`config.mk`:
```
export PLATFORM = sky130hd
export DESIGN_NAME = right_shift_iter
export DESIGN_NICKNAME = d
export VERILOG_FILES = /design/src/rtl/right_shift_iter.sv
export SDC_FILE = /design/constraint.sdc
export NUM_CORES = 1
export LEC_CHECK = 0
export BUFFER_PORTS_ARGS = -buffer_cell sky130_fd_sc_hd__buf_2
export CAP_MARGIN = 0
export CORE_MARGIN = 2
export CORE_UTILIZATION = 45
export CTS_CLUSTER_DIAMETER = 120
export DETAILED_ROUTE_END_ITERATION = 12
export PLACE_DENSITY_LB_ADDON = 0.3
export SKIP_CTS_REPAIR_TIMING = 1
export SLEW_MARGIN = 20
export SYNTH_ARGS = -nofsm -noshare
export SYNTH_HDL_FRONTEND = slang
export SYNTH_SLANG_ARGS = --single-unit
```
`constraint.sdc`:
```
create_clock -name clock -period 2.4 [get_ports clock]
set_input_delay 0.12 -clock clock [delete_from_list [all_inputs] [get_ports clock]]
set_output_delay 0.12 -clock clock [all_outputs]
set_load 0.03 [all_outputs]
```
`src/rtl/right_shift_iter.sv`:
```
// right_shift_iter: iterative 32-bit right shifter (logical or arithmetic).
// One bit per clock in SHIFT; with RSHIFT_FAST4_EN defined, four-bit steps
// are taken while at least four positions remain.
// Build option: RSHIFT_FAST4_EN (undefined = single-bit steps only).
module right_shift_iter (
  input  logic        clock,
  input  logic        reset,
  input  logic        start,
  input  logic [31:0] data_in,
  input  logic [4:0]  shamt,
  input  logic        arith,
  output logic [31:0] result,
  output logic        busy,
  output logic        done
);

  typedef enum logic [1:0] {
    IDLE  = 2'd0,
    SHIFT = 2'd1,
    DONE  = 2'd2
  } state_t;

  state_t      state, state_next;
  logic [31:0] work, work_next;
  logic [31:0] result_next;
  logic [4:0]  count, count_next;
  logic        fill, fill_next;

  // State and datapath registers; reset clears everything at once.
  always_ff @(posedge clock or posedge reset) begin
    if (reset) begin
      state  <= IDLE;
      work   <= '0;
      count  <= '0;
      fill   <= 1'b0;
      result <= '0;
    end else begin
      state  <= state_next;
      work   <= work_next;
      count  <= count_next;
      fill   <= fill_next;
      result <= result_next;
    end
  end

  // Next-state and datapath update; everything holds unless changed below.
  always_comb begin
    state_next  = state;
    work_next   = work;
    count_next  = count;
    fill_next   = fill;
    result_next = result;
    case (state)
      IDLE: begin
        if (start) begin
          work_next  = data_in;
          count_next = shamt;
          fill_next  = arith & data_in[31];
          state_next = SHIFT;
        end
      end
      SHIFT: begin
        if (count == 5'd0) begin
          result_next = work;
          state_next  = DONE;
        end
`ifdef RSHIFT_FAST4_EN
        else if (count >= 5'd4) begin
          work_next  = {{4{fill}}, work[31:4]};
          count_next = count - 5'd4;
        end
`endif
        else begin
          work_next  = {fill, work[31:1]};
          count_next = count - 5'd1;
        end
      end
      DONE: begin
        state_next = IDLE;
      end
      default: begin
        state_next = IDLE;
      end
    endcase
  end

  // Status flags decode directly from the state register.
  assign busy = (state != IDLE);
  assign done = (state == DONE);

endmodule

```
==> results by group <==
Critical path
  – Critical path, cell by cell: inv_1, ha_1, nor4b_4, o21ai_4, buf_16, mux2_2
  – Endpoint arrival time on the critical path: 2.32 ns
  – Type of destination of the critical path: register
  – Crit Path Max Fanout: 20
  – Maximum cell stage delay along the critical path: 0.57 ns
  – Kind of start point of the critical path: register
  – Required time of the critical path: 2.62 ns
  – Critical-path cell with the highest stage delay: sky130_fd_sc_hd__o21ai_4
  – Category of the most critical setup path: reg2reg
  – Worst R2R Setup Slack: between 0.3 and 0.4 ns

Layout
  – Area overhead of the layout relative to synthesis: 19.99%
  – Post-layout net count: 340
  – Final std cells w/o fill: 402
  – Count of filler cells inserted in the layout: 650
  – Final core occ: 0.5472
  – Diode count: 0
  – Layout cell share with drive strength beyond 1: 0.6535

Place
  – Gpl congestion: 0.7497
  – Total placed cells including tap cells: about 380
  – Number of port buffers: 74
  – Detail Placement HPWL: slightly below 4000 microns

Floorplanning
  – IO Count: 75
  – Initial Util: 0.4560
  – Number of rows in the core area: 31
  – Die Wd: between 80 and 90 microns
  – Die area: 7928 sq um
  – Core Footprint: 7137 sq um
  – Die height: 89.04 microns

Yosys
  – Adder-cell share of the synthesized area: 0.003845
  – Largest cells by area after synthesis: sky130_fd_sc_hd__dfrtp_1 (55%), sky130_fd_sc_hd__mux2_2 (33%), sky130_fd_sc_hd__clkbuf_8 (1.3%), sky130_fd_sc_hd__buf_6 (1.0%), sky130_fd_sc_hd__nor4b_4 (0.73%)
  – Post-synthesis compound-gate area fraction: 0.03037
  – Area leader, netlist: sky130_fd_sc_hd__dfrtp_1
  – Post-synthesis sequential area ratio: 0.5536
  – Post-synthesis cell type count: 35
  – Average cell area after synthesis: 14.93 sq um
  – Register bit count reported by yosys: 72
  – Number of synthesized flops with an enable pin: 0
  – Synthesized-area fraction occupied by and/or/nand/nor cells: 0.03729
  – Share of cell area taken by muxes after synthesis: 0.3353
  – Leading post-synthesis cells by instance count: sky130_fd_sc_hd__mux2_2 (94), sky130_fd_sc_hd__dfrtp_1 (72), sky130_fd_sc_hd__inv_1 (6), sky130_fd_sc_hd__buf_2 (4)
  – Largest family of logic cells by synthesized area: multiplexers
  – Share of async-settable or async-resettable flops after synthesis: 1.000
  – Cell Area, Synth: roughly 3300 sq um
  – Commonest register cell after synthesis: sky130_fd_sc_hd__dfrtp_1
  – XOR/XNOR share of the synthesized area: 0
  – Number of nets in the synthesized netlist: 260
  – Leading cell type by number of instances after synthesis: sky130_fd_sc_hd__mux2_2
  – Cell count after synthesis: between 200 and 250
  – Total number of yosys warnings: 0
  – Area fraction of the dominant cell type after synthesis: 0.5536

Clock network
  – Clock root buffer: sky130_fd_sc_hd__clkbuf_8
  – Depth of the CTS H-tree: 3
  – CTS tree: done
  – Clock-pin transition on the worst setup and hold timing paths: approximately 0.070 ns
  – Clock latency at the later pin of the worst-skew pair: about 0.34 ns
  – TritonCTS Sinks: a little over 70
  – Number of buffers created by CTS: 9
  – Clock Tree Buf Depth: 2

Timing
  – Slew Limit Headroom: 0.5291
  – Final Hold Vio Count: 0
  – Post-layout minimum cycle time: 2.098 ns
  – Worst clock skew on the final layout: between 0.005 and 0.006 ns
  – Slew Viols, Final: 0
  – Maximum clock rate: 476.5 MHz
  – Final setup TNS: 0 ns
  – RSZ-0062 raised after global routing: false
  – Setup-violating endpoint count in the final report: 0
  – Slew @ Worst Pin: 0.7038 ns
  – Final period util: 0.8743

Route
  – Number of nets still failing antenna checks after routing: 0
  – Detail-routed net length per standard cell: 14.56 microns
  – DRC violations left: 0
  – Drt pass-1 iters: 4
  – Drt via density: roughly 4.8
  – DRT iter0 DRCs: between 80 and 90
  – Vias: 1949
  – Sum of routed wire length over all layers: between 5000 and 6000 microns

Pwr
  – Static Leak: approximately 1.9 nW
  – Ratio of total power to cell area: approximately 1300 nW/um^2
  – Maximum ir drop on the vdd rail: ~0.63 mV

Global route
  – Total GRT Usage: 0.1601
  – Vias in the first global route: between 1.5k and 2k
  – Antenna violations before repair: 0
  – Total congestion overflow: 0
  – Pin count of the biggest net entering global routing: 51
  – First-pass GRT wire length: ~9400 microns

Min path
  – Class of the worst hold path: in2reg

Flow run
  – Reported max-cap violation count: 0

Run status
  – Outcome: finished, final reports clean
==> placed cells by master (no fill, tap or decap), types with 2 or more instances in the layout <==
cell                         count
sky130_fd_sc_hd__a21oi_1         2
sky130_fd_sc_hd__clkinvlp_4      2
sky130_fd_sc_hd__clkbuf_8       10
sky130_fd_sc_hd__mux2_2         94
sky130_fd_sc_hd__nor2b_1         2
sky130_fd_sc_hd__clkinv_2        4
sky130_fd_sc_hd__o21ai_0         2
sky130_fd_sc_hd__nor3_1          2
sky130_fd_sc_hd__nand2_1         3
sky130_fd_sc_hd__buf_2          74
sky130_fd_sc_hd__inv_1           5
sky130_fd_sc_hd__mux2_1          2
sky130_fd_sc_hd__dfrtp_1        72
sky130_fd_sc_hd__buf_4           4
==> where the power goes <==
group | internal, W | switching, W | leakage [nW]
logic | 0.00113 | 0.00101 | 0.932
clock network | 0.000395 | 0.000443 | 0.0878
registers | 0.00176 | 0.000357 | 0.899
==> cell families (layout without fill, tap and decap cells) <==
| family | count (synthesis) | in the layout |
|---|---|---|
| compound gates | 12 | 12 |
| fa+ha+maj | 1 | 1 |
| buf+inv | 18 | 103 |
| flops | 72 | 72 |
| mux | 97 | 97 |
| simple gates | 18 | 18 |
==> cell type report <==
type	instances	area, sq um	share of cell area
flip-flops and latches	72	1802	0.4614
multi-input cells	128	1326	0.3396
repair buffers	81	457.9	0.1173
clock buffers	10	137.6	0.03525
well taps	99	123.9	0.03172
clock inverters	6	35.03	0.008971
inverters	6	22.52	0.005767
==> layer usage <==
metal  track usage  share of wire
met1        0.2140           0.46
met2        0.2449           0.48
met3       0.04063          0.045
met4       0.07734          0.012
met5             0              0
==> metrics by stage <==
stage	power (W)	hold WS, ns	area [sq um]	worst slack [ns]
6_report	0.005101	0.02145	3905	0.3016
5_1_grt	0.005470	0.02978	3905	0.2057
4_1_cts	0.005139	-0.2008	3867	0.1115
3_5_place_dp	0.004282	0.1778	3695	0.1373
3_3_place_gp	0.004220	0.1801	3695	0.2057
2_1_floorplan	0.003791	0.2560	3254	0.4551
==> worst paths after layout <==
kind | start | to | depth (start not counted)
max | count[0] | work[14] | 6
min | arith | fill | 3
max reg2reg | count[0] | work[14] | 6
min reg2reg | fill | fill | 2
max in group asynchronous | reset | result[16] | 4
min in group asynchronous | reset | result[12] | 3
==> critical path, delay by kind of cell (launching register included) <==
kind / cells / cell delay (ns)
AOI/OAI and AO/OA: 1 / 0.57
and+or+nand+nor: 1 / 0.16
buffers and inverters: 2 / 0.29
adders and majority gates: 1 / 0.24
DFF: 1 / 0.37
muxes: 1 / 0.34
==> flip-flops by register name (all words and copies together) (netlist names) <==
signal and flops:
count 5, fill 1, result 32, state 2, work 32
Note: power is estimated with default switching activity, not from simulation.
